<file path="config.mk">
export PLATFORM = sky130hd
export DESIGN_NAME = tile_scheduler
export DESIGN_NICKNAME = d
export VERILOG_FILES = /design/src/rtl/tpu_pkg.sv /design/src/rtl/tile_addr_gen.sv /design/src/rtl/tile_scheduler.sv
export SDC_FILE = /design/constraint.sdc
export NUM_CORES = 1
export LEC_CHECK = 0
export BUFFER_PORTS_ARGS = -buffer_cell sky130_fd_sc_hd__buf_2
export CORE_ASPECT_RATIO = 0.6
export CORE_MARGIN = 4
export CORE_UTILIZATION = 50
export CTS_CLUSTER_SIZE = 14
export DETAILED_ROUTE_END_ITERATION = 10
export GPL_TIMING_DRIVEN = 0
export HOLD_SLACK_MARGIN = 0.1
export PLACE_DENSITY = 0.75
export REMOVE_ABC_BUFFERS = 1
export SLEW_MARGIN = 5
export SYNTH_ARGS = -nofsm -noshare
export SYNTH_HDL_FRONTEND = slang
export SYNTH_SLANG_ARGS = --single-unit
</file>
<file path="constraint.sdc">
create_clock -name clk -period 15.7 [get_ports clk]
set_input_delay 1.57 -clock clk [delete_from_list [all_inputs] [get_ports clk]]
set_output_delay 1.57 -clock clk [all_outputs]
set_load 0.05 [all_outputs]
</file>
<file path="src/rtl/tpu_pkg.sv">
// Shared definitions for the tile scheduler: FSM state encoding and default tile edge.
package tpu_pkg;

    localparam int unsigned TILE_DEFAULT = 4;

    typedef enum logic [2:0] {
        StIdle,
        StIssue,
        StWaitStart,
        StWaitDone,
        StAdvance,
        StFinish
    } sched_state_e;

    // States that contribute to the job cycle counter.
    function automatic logic counts_cycles(sched_state_e s);
        return (s == StIssue) || (s == StWaitStart) || (s == StWaitDone) || (s == StAdvance);
    endfunction

endpackage

</file>
<file path="src/rtl/tile_addr_gen.sv">
// Registered per-tile index generator: computes buffer indexes for tile (m, n) one cycle
// after load, holding them until the next load.
module tile_addr_gen #(
    parameter int unsigned TILE  = 4,
    parameter int unsigned IDX_W = 16
) (
    input  logic             clk,
    input  logic             reset,
    input  logic             load,
    input  logic [7:0]       m,
    input  logic [7:0]       n,
    input  logic [7:0]       n_tiles,
    input  logic [IDX_W-1:0] k,
    input  logic [IDX_W-1:0] a_base,
    input  logic [IDX_W-1:0] b_base,
    input  logic [IDX_W-1:0] c_base,
    output logic [IDX_W-1:0] a_index,
    output logic [IDX_W-1:0] b_index,
    output logic [IDX_W-1:0] c_index,
    output logic [IDX_W-1:0] k_out
);

    localparam logic [IDX_W-1:0] TileW = IDX_W'(TILE);

    logic [IDX_W-1:0] m_w;
    logic [IDX_W-1:0] n_w;
    logic [IDX_W-1:0] nt_w;
    logic [IDX_W-1:0] a_index_q;
    logic [IDX_W-1:0] b_index_q;
    logic [IDX_W-1:0] c_index_q;
    logic [IDX_W-1:0] k_q;

    assign m_w  = IDX_W'(m);
    assign n_w  = IDX_W'(n);
    assign nt_w = IDX_W'(n_tiles);

    // All arithmetic is IDX_W wide so results wrap modulo 2^IDX_W.
    always_ff @(posedge clk) begin
        if (reset) begin
            a_index_q <= '0;
            b_index_q <= '0;
            c_index_q <= '0;
            k_q       <= '0;
        end else if (load) begin
            a_index_q <= a_base + m_w * k;
            b_index_q <= b_base + n_w * k;
            c_index_q <= c_base + (m_w * nt_w + n_w) * TileW;
            k_q       <= k;
        end
    end

    assign a_index = a_index_q;
    assign b_index = b_index_q;
    assign c_index = c_index_q;
    assign k_out   = k_q;

endmodule

</file>
<file path="src/rtl/tile_scheduler.sv">
// Walks an M x N grid of output tiles, issuing one systolic-array run per tile and
// reporting completion, abort status, tile count and job cycle count.
module tile_scheduler
    import tpu_pkg::*;
#(
    parameter int unsigned TILE  = TILE_DEFAULT,
    parameter int unsigned IDX_W = 16
) (
    input  logic             clk,
    input  logic             reset,
    input  logic             job_valid,
    output logic             job_ready,
    input  logic [7:0]       job_m_tiles,
    input  logic [7:0]       job_n_tiles,
    input  logic [IDX_W-1:0] job_k,
    input  logic [IDX_W-1:0] a_base,
    input  logic [IDX_W-1:0] b_base,
    input  logic [IDX_W-1:0] c_base,
    input  logic             abort,
    output logic             sa_enable,
    input  logic             sa_busy,
    output logic [IDX_W-1:0] sa_k,
    output logic [IDX_W-1:0] sa_a_index,
    output logic [IDX_W-1:0] sa_b_index,
    output logic [IDX_W-1:0] sa_c_index,
    output logic             busy,
    output logic             done,
    output logic             aborted,
    output logic [15:0]      tiles_done,
    output logic [31:0]      cycle_count
);

    sched_state_e     state_q, state_d;
    logic [7:0]       m_tiles_q, n_tiles_q;
    logic [7:0]       m_q, n_q, m_nxt, n_nxt;
    logic [IDX_W-1:0] k_q, a_base_q, b_base_q, c_base_q;
    logic             zero_job_q;
    logic             abort_q;
    logic             aborted_q;
    logic [15:0]      tiles_done_q;
    logic [31:0]      cycle_count_q;

    logic             accept;
    logic             abort_seen;
    logic             last_tile;

    logic             gen_load;
    logic [7:0]       gen_m, gen_n, gen_n_tiles;
    logic [IDX_W-1:0] gen_k, gen_a, gen_b, gen_c;

    always_comb begin
        abort_seen = abort_q | abort;
        last_tile  = (m_q == m_tiles_q - 8'd1) && (n_q == n_tiles_q - 8'd1);
        if (n_q == n_tiles_q - 8'd1) begin
            n_nxt = '0;
            m_nxt = m_q + 8'd1;
        end else begin
            n_nxt = n_q + 8'd1;
            m_nxt = m_q;
        end
    end

    always_comb begin
        state_d     = state_q;
        job_ready   = 1'b0;
        sa_enable   = 1'b0;
        busy        = 1'b1;
        done        = 1'b0;
        accept      = 1'b0;
        gen_load    = 1'b0;
        gen_m       = m_nxt;
        gen_n       = n_nxt;
        gen_n_tiles = n_tiles_q;
        gen_k       = k_q;
        gen_a       = a_base_q;
        gen_b       = b_base_q;
        gen_c       = c_base_q;
        case (state_q)
            StIdle: begin
                busy      = 1'b0;
                job_ready = 1'b1;
                if (job_valid) begin
                    accept      = 1'b1;
                    state_d     = StIssue;
                    // Indexes for tile (0,0) come straight from the job inputs.
                    gen_load    = 1'b1;
                    gen_m       = '0;
                    gen_n       = '0;
                    gen_n_tiles = job_n_tiles;
                    gen_k       = job_k;
                    gen_a       = a_base;
                    gen_b       = b_base;
                    gen_c       = c_base;
                end
            end
            StIssue: begin
                if (zero_job_q) begin
                    state_d = StFinish;
                end else begin
                    sa_enable = 1'b1;
                    state_d   = StWaitStart;
                end
            end
            StWaitStart: if (sa_busy) state_d = StWaitDone;
            StWaitDone:  if (!sa_busy) state_d = StAdvance;
            StAdvance: begin
                if (last_tile || abort_seen) begin
                    state_d = StFinish;
                end else begin
                    state_d  = StIssue;
                    gen_load = 1'b1;
                end
            end
            StFinish: begin
                done    = 1'b1;
                state_d = StIdle;
            end
            default: state_d = StIdle;
        endcase
    end

    always_ff @(posedge clk) begin
        if (reset) begin
            state_q       <= StIdle;
            m_tiles_q     <= '0;
            n_tiles_q     <= '0;
            m_q           <= '0;
            n_q           <= '0;
            k_q           <= '0;
            a_base_q      <= '0;
            b_base_q      <= '0;
            c_base_q      <= '0;
            zero_job_q    <= 1'b0;
            abort_q       <= 1'b0;
            aborted_q     <= 1'b0;
            tiles_done_q  <= '0;
            cycle_count_q <= '0;
        end else begin
            state_q <= state_d;
            if (state_q != StIdle) abort_q <= abort_q | abort;
            if (accept) begin
                m_tiles_q     <= job_m_tiles;
                n_tiles_q     <= job_n_tiles;
                k_q           <= job_k;
                a_base_q      <= a_base;
                b_base_q      <= b_base;
                c_base_q      <= c_base;
                zero_job_q    <= (job_m_tiles == 8'd0) || (job_n_tiles == 8'd0) || (job_k == '0);
                m_q           <= '0;
                n_q           <= '0;
                abort_q       <= 1'b0;
                aborted_q     <= 1'b0;
                tiles_done_q  <= '0;
                cycle_count_q <= '0;
            end
            if (state_q == StAdvance) begin
                tiles_done_q <= tiles_done_q + 16'd1;
                m_q          <= m_nxt;
                n_q          <= n_nxt;
            end
            if (counts_cycles(state_q) && (cycle_count_q != '1)) begin
                cycle_count_q <= cycle_count_q + 32'd1;
            end
            // Decided on entry so aborted is valid in the same cycle as done.
            if ((state_d == StFinish) && (state_q != StFinish)) aborted_q <= abort_seen;
        end
    end

    tile_addr_gen #(
        .TILE  (TILE),
        .IDX_W (IDX_W)
    ) u_addr_gen (
        .clk     (clk),
        .reset   (reset),
        .load    (gen_load),
        .m       (gen_m),
        .n       (gen_n),
        .n_tiles (gen_n_tiles),
        .k       (gen_k),
        .a_base  (gen_a),
        .b_base  (gen_b),
        .c_base  (gen_c),
        .a_index (sa_a_index),
        .b_index (sa_b_index),
        .c_index (sa_c_index),
        .k_out   (sa_k)
    );

    assign aborted     = aborted_q;
    assign tiles_done  = tiles_done_q;
    assign cycle_count = cycle_count_q;

endmodule

</file>
Yosys cells after proc, flatten, opt, wreduce, memory -nomap -nowiden
Index checks and enable logic that the tools add are counted.

word-level totals
  register bits = 214
  output and inout bits = 117
  word-level logic and storage cells = 100
  input port bits = 85

operators by class
  eq/ne operators = 10
  reductions and logical operators = 18
  $add $sub $neg = 10
  muxes and demuxes = 40
  multipliers = 3
  bitwise operators = 1

operators with widths
  operator                                             count
  2-to-1 mux 16 bit                                    10
  2-to-1 mux 8 bit                                     11
  2-to-1 mux 32 bit                                    2
  adder 16 bit                                         3
  adder 32 x 1 -> 32 bit, second input constant        1
  multiplier 8 x 16 -> 16 bit                          2
  != test 32 bit, second input constant                1
  adder 16 x 1 -> 16 bit, second input constant        1
  adder 8 x 1 -> 8 bit, second input constant          2
  equality test 8 bit                                  2
  logical NOT 16 bit                                   1
  logical NOT 8 bit                                    2
  subtractor 8 x 1 -> 8 bit, second input constant     2
  2-to-1 mux 3 bit                                     5
  one-hot mux 3 bit (5 select lines)                   1
  adder 14 x 8 -> 14 bit                               1
  multiplier 8 x 8 -> 14 bit                           1
  2-to-1 mux 1 bit                                     10
  equality test 3 bit, second input constant           3
  equality test 3 x 2 -> 1 bit, second input constant  2
  logical OR 1 bit                                     6
  nonzero test 2 bit                                   3
  equality test 3 x 1 -> 1 bit, second input constant  1
  logical AND 1 bit                                    3
  other kinds (6)                                      6

Depth between registers and ports, before layout
  depth after elaboration = 9
  gate-level depth with buffers = 38
  gate-level depth less buffers = 34

Modules after synthesis
Synthesis repeated with hierarchy kept, for this count alone.

unflattened totals
  cells, all modules = 2248
  area total of the unflattened synthesis = 18386.4 um^2

modules (own cells, without submodules)
  module          area each (um^2)  times used  seq. area each (um^2)  cells each
  tile_addr_gen   11089.4           1           1281.2                 1260
  tile_scheduler  7297.0            1           3002.9                 988

Worst setup path after synthesis
OpenSTA, ideal clock, no wires.

  path type = input port to flip-flop
  from = input port job_valid
  to = register u_addr_gen.c_index_q[15], in the netlist u_addr_gen.c_index[15]
  cell stages on the path = 29
  buffers on the path = 4
  arrival = 7.741 ns
  data required time = 15.633 ns
  library setup time = 0.067 ns
  path slack = 7.892 ns
  cell sequence = and2_1 > clkbuf_1 > buf_1 > buf_1 > clkbuf_1 > nor2_1 > a21oi_1 > nor2_1 > fa_1 > fa_1 > inv_1 > fa_1 > fa_1 > inv_1 > ha_1 > inv_1 > o21bai_1 > a21oi_1 > o21bai_1 > a21oi_1 > o21bai_1 > a21oi_1 > xnor2_1 > ha_1 > a21o_1 > a41oi_1 > xor2_1 > nand2_1 > a21oi_2

between the ends
  word-level cells in the longest chain between the ends = 5
  elaborated cells on any way between the ends = 13
  classes of those cells = 2 x add/sub; 1 x mul; 10 x mux

ends and longest elaborated chain
  what                        RTL line              text
  start: declaration          tile_scheduler.sv:11  input logic job_valid,
  2-to-1 mux 8 bit            tile_scheduler.sv:82  if (job_valid) begin
  2-to-1 mux 8 bit            tile_scheduler.sv:78  case (state_q)
  multiplier 8 x 8 -> 14 bit  tile_addr_gen.sv:47   c_index_q <= c_base + (m_w * nt_w + n_w) * TileW;
  adder 14 x 8 -> 14 bit      tile_addr_gen.sv:47
  adder 16 bit                tile_addr_gen.sv:47
  end signal: assignment      tile_addr_gen.sv:47
  end: declaration            tile_addr_gen.sv:30   logic [IDX_W-1:0] c_index_q;

Several ways; a longest one is shown, not always the timed one.
A chain may end at the register's enable or synchronous reset.

Worst setup path after layout
  from = register n_tiles_q[0]
  to = register u_addr_gen.a_index_q[15], in the netlist u_addr_gen.a_index[15]

between the ends
  word-level cells in the longest chain between the ends = 7
  elaborated cells on any way between the ends = 11
  classes of those cells = 2 x add/sub; 1 x mul; 1 x eq/ne; 5 x mux; 2 x reduce/logical

ends and longest elaborated chain
  what                         RTL line                                    text
  start: declaration           tile_scheduler.sv:34                        logic [7:0] m_tiles_q, n_tiles_q;
  start signal: assignment     tile_scheduler.sv:143                       n_tiles_q <= job_n_tiles;
  subtractor 8 x 1 -> 8 bit *  tile_scheduler.sv:53, tile_scheduler.sv:54
  equality test 8 bit *        tile_scheduler.sv:53, tile_scheduler.sv:54
  2-to-1 mux 8 bit             tile_scheduler.sv:54                        if (n_q == n_tiles_q - 8'd1) begin
  2-to-1 mux 8 bit             tile_scheduler.sv:82
  2-to-1 mux 8 bit             tile_scheduler.sv:78
  multiplier 8 x 16 -> 16 bit  tile_addr_gen.sv:45                         a_index_q <= a_base + m_w * k;
  adder 16 bit                 tile_addr_gen.sv:45
  end signal: assignment       tile_addr_gen.sv:45
  end: declaration             tile_addr_gen.sv:28                         logic [IDX_W-1:0] a_index_q;

Every way passes the cells marked *; elsewhere a longest branch is shown, timed or not.

==> results by stage <==
Die:
- The floorplan has 53 rows.
- Pin placement for this block handled 202 I/O pins.
- The initial standard-cell utilization of the core is 51.0%.
- The floorplan die area is 39200 um2.
- The die span in x is 253 um.
- The core area is 35300 um2.
- Measured along the y axis, the die boundary spans 155 um.

Clock tree:
- Clock tree synthesis inserted a total of 24 buffers.
- The maximum buffer depth of the clock tree is 3.
- The tree is rooted in a sky130_fd_sc_hd__clkbuf_16.
- The number of hold buffers added after CTS is 0.
- The TritonCTS clock tree is yes.
- Once the clock tree was built, the setup fixing pass inserted 0 buffers.
- The number of levels the H-tree was split into is 1.
- The tree built by TritonCTS fans out to 214 sinks.
- The number of cells upsized or downsized after cts is 0.
- The clock latency on the worst-skew pair is 550 ps.
- The clock-pin slew on the worst setup and hold paths is 70 ps.

Worst setup path:
- The worst setup path is captured at a register.
- In this run the worst setup path begins at n_tiles_q[0].
- Of all nets on the critical path, the largest fanout is 20.
- The worst-path cell with the longest stage delay is sky130_fd_sc_hd__xnor2_2.
- The startpoint of the most critical register-to-register path is n_tiles_q[0].
- The data required time of the worst path is 16120 ps.
- The critical path is of the register to register type.
- Data on the critical path arrives at its endpoint at 10240 ps.
- Counting stages on the worst path, the most repeated cell is sky130_fd_sc_hd__inv_1.
- The largest single stage delay on the critical path is 960 ps.
- The startpoint class of the critical path is a register.

Placement:
- The placement-stage worst setup slack is 5800 ps.
- Routability-driven placement finished with a final weighted congestion of 0.935.
- During placement, the flow inserted port buffers numbering 201.
- Detailed placement finished with a half-perimeter wire length of 40200 um.
- Once placement finished, the instance area stood at 19400 um2.

Logic synthesis:
- By area, the combinational part of the netlist is dominated by adder cells.
- The unique cell type count in the Yosys netlist is 71.
- In the synthesized netlist the dominant register cell turns out to be sky130_fd_sc_hd__dfxtp_1.
- Of the total synthesized cell area, the portion taken by AND, OR, NAND and NOR gates is 22.3%.
- The fraction of registers with async set/reset is 0%.
- The most used standard cell by instance count after synthesis is sky130_fd_sc_hd__nor2_1.
- The commonest cells after synthesis are sky130_fd_sc_hd__nor2_1, sky130_fd_sc_hd__nand2_1, sky130_fd_sc_hd__inv_1, sky130_fd_sc_hd__dfxtp_1, sky130_fd_sc_hd__fa_1.
- The number of warnings issued by yosys is 0.
- The post-synthesis xor/xnor area fraction is 4.14%.
- After Yosys synthesis, full adders, half adders and majority gates account for 28.2% of the synthesized area.
- The sequential share of the synthesized area is 23.8%.
- After synthesis the cells add up to 18000 um2.
- Counting flops with a built-in enable in the synthesized netlist gives 0.
- The post-synthesis instance total is 2207.
- The per-instance average area after synthesis is 8.16 um2.
- Of the post-synthesis cell area, the part taken by muxes is 2.79%.
- Sorting the synthesized cells by area gives the leading types as sky130_fd_sc_hd__dfxtp_1, sky130_fd_sc_hd__fa_1, sky130_fd_sc_hd__ha_1, sky130_fd_sc_hd__nor2_1, sky130_fd_sc_hd__nand2_1.
- In this run, synthesis produced a sequential element count of 214.
- The biggest area contributor in the post-synthesis netlist is sky130_fd_sc_hd__dfxtp_1.
- Summing the areas of all compound-gate instances in the mapped netlist gives 11.6% of the synthesized area.
- The area fraction of the dominant cell type after synthesis is 23.8%.

STA:
- The setup skew after layout is 14.2 ps.
- The worst slew margin relative to its limit is 9.79%.
- At the pin with the least slew margin, the transition time is 1350 ps.
- The final setup slack of the worst path is 5880 ps.
- The part of the cycle the worst path needs is 62.5%.
- Setup repair after global routing left no endpoint under its margin.
- The number of failing setup endpoints in the final timing report is 0.
- The max-slew violation total from the final report is 0.
- The time the worst path needs with I/O delays and setup is 9820 ps.
- The upper clock frequency limit is 0.102 GHz.
- The number of hold violations in the final report is 0.
- The aggregate negative setup slack is 0 ps.

Power and ir drop:
- In this run the static leakage power is 9.04 nW.
- Across the VDD grid, the largest voltage drop is 80.2 uV.
- The total design power is 1.88 mW.
- The power per cell area is 93.0 nW/um2.

Global routing:
- Global routing used 27.2% of the available tracks.
- After global routing the overflow that remains totals 0.
- The via count of the first global-routing pass is 15500.
- The number of antenna violations at the first check in global routing was 1.
- The largest net degree at the start of global routing is 138.
- The global-route wire length before repair is 85100 um.

Finish:
- The area growth from synthesis to layout is 12.2%.
- After routing the design area is 20200 um2.
- The total number of nets in the final design is 2706.
- The post-route netlist has 12.2% of its cells at a drive strength greater than 1.

Detailed routing:
- Dividing the detail-routed wire length by the instance count gives 19.1 um.
- In this run the remaining antenna-violating nets after routing total 0.
- The via count is 16100.
- After detailed routing, the total wire length is 53800 um.
- The detailed router's first-iteration violation count is 1588.
- The detailed-routing iteration count for the pre-antenna-repair pass is 6.
- The via density per instance is 5.72.
- After detailed routing, the number of remaining DRC violations is 0.

Hold path:
- The path class of the tightest hold or removal check is register to register.
- The startpoint of the tightest hold check path is u_addr_gen.b_index[6].

Status:
- The run finished with clean final reports.

Flow run:
- The number of max-cap violations is 0.
-- registers in the layout (all words and copies together) (netlist names), 16 cells and up --
name                flops
u_addr_gen.a_index     16
tiles_done             16
u_addr_gen.b_index     16
a_base_q               16
cycle_count            32
c_base_q               16
k_q                    16
b_base_q               16
u_addr_gen.k_out       16
u_addr_gen.c_index     16
-- worst paths after layout --
| path | slack, ps | cells after the start | end |
|---|---|---|---|
| hold / removal | 450 | 2 | u_addr_gen.b_index[6] |
| setup reg to reg | 5880 | 31 | u_addr_gen.a_index[15] |
| hold reg to reg | 450 | 2 | u_addr_gen.b_index[6] |
| setup / recovery | 5880 | 31 | u_addr_gen.a_index[15] |
-- where the power goes --
group          internal [mW]  total [mW]  switching [mW]
Combinational          0.211       0.681           0.471
Clock                  0.309       0.561           0.252
Sequential             0.595       0.636          0.0416
-- final cells by class --
type	count	area (um2)
sequential	214	4280
inverter	227	852
multi-input combinational	1652	12500
tap	467	584
timing repair buffer	212	1230
clock buffer	30	684
fill	3245	15100
antenna	1	2.50
clock inverter	11	76.3
-- cell usage in the layout, fill, tap and decap left out, types with 18 or more instances in the layout --
master and instances:
sky130_fd_sc_hd__nand3_1 80, sky130_fd_sc_hd__nand2_1 266, sky130_fd_sc_hd__xor2_1 20, sky130_fd_sc_hd__a21oi_1 158
sky130_fd_sc_hd__inv_1 227, sky130_fd_sc_hd__dfxtp_1 214, sky130_fd_sc_hd__ha_1 98, sky130_fd_sc_hd__xnor2_1 57
sky130_fd_sc_hd__fa_1 192, sky130_fd_sc_hd__nor2_1 318, sky130_fd_sc_hd__nor4_1 18, sky130_fd_sc_hd__clkbuf_16 25
sky130_fd_sc_hd__buf_2 200, sky130_fd_sc_hd__nor3_1 42, sky130_fd_sc_hd__o21ai_0 60, sky130_fd_sc_hd__mux2i_1 49
sky130_fd_sc_hd__and2_1 25, sky130_fd_sc_hd__and3_1 31, sky130_fd_sc_hd__or3_1 20, sky130_fd_sc_hd__a211oi_1 34
-- critical path: cells and delay by family (launching register included) --
family,cells,cell delay (ps)
XOR/XNOR,1,960
AND/OR/NAND/NOR,7,2620
adder cells (fa/ha/maj),7,2430
flip-flops,1,590
AO/OA/AOI/OAI,11,2670
buffers and inverters,5,390
-- cells by family (layout without fill, tap and decap cells) --
kind of cell               after synthesis  in the layout
AOI/OAI and AO/OA                      344            344
xor gates and xnor gates                81             81
muxes                                   50             50
adders and majority gates              290            290
and+or+nand+nor                        887            887
other                                    0              1
DFF                                    214            214
buffers and inverters                  341            480
-- metrics by stage --
stage | util, % | hold slack [ps] | instances
final | 57.2 | 448 | 2814
after global routing | 57.2 | 460 | 2813
after CTS | 57.2 | 449 | 2813
after detailed placement | 55.1 | 441 | 2772
after global placement | 54.3 | 436 | 2761
after floorplan | - | 438 | 2093
-- routing by layer --
layer	part of all wire, %	global-route usage (%)	vias up
met5	0	0	-
met4	2.7	6.38	0
met3	10	5.95	113
met2	42	40.2	790
met1	45	40.8	7687
li1	-	-	7511
Note: power is estimated with default switching activity, not from simulation.
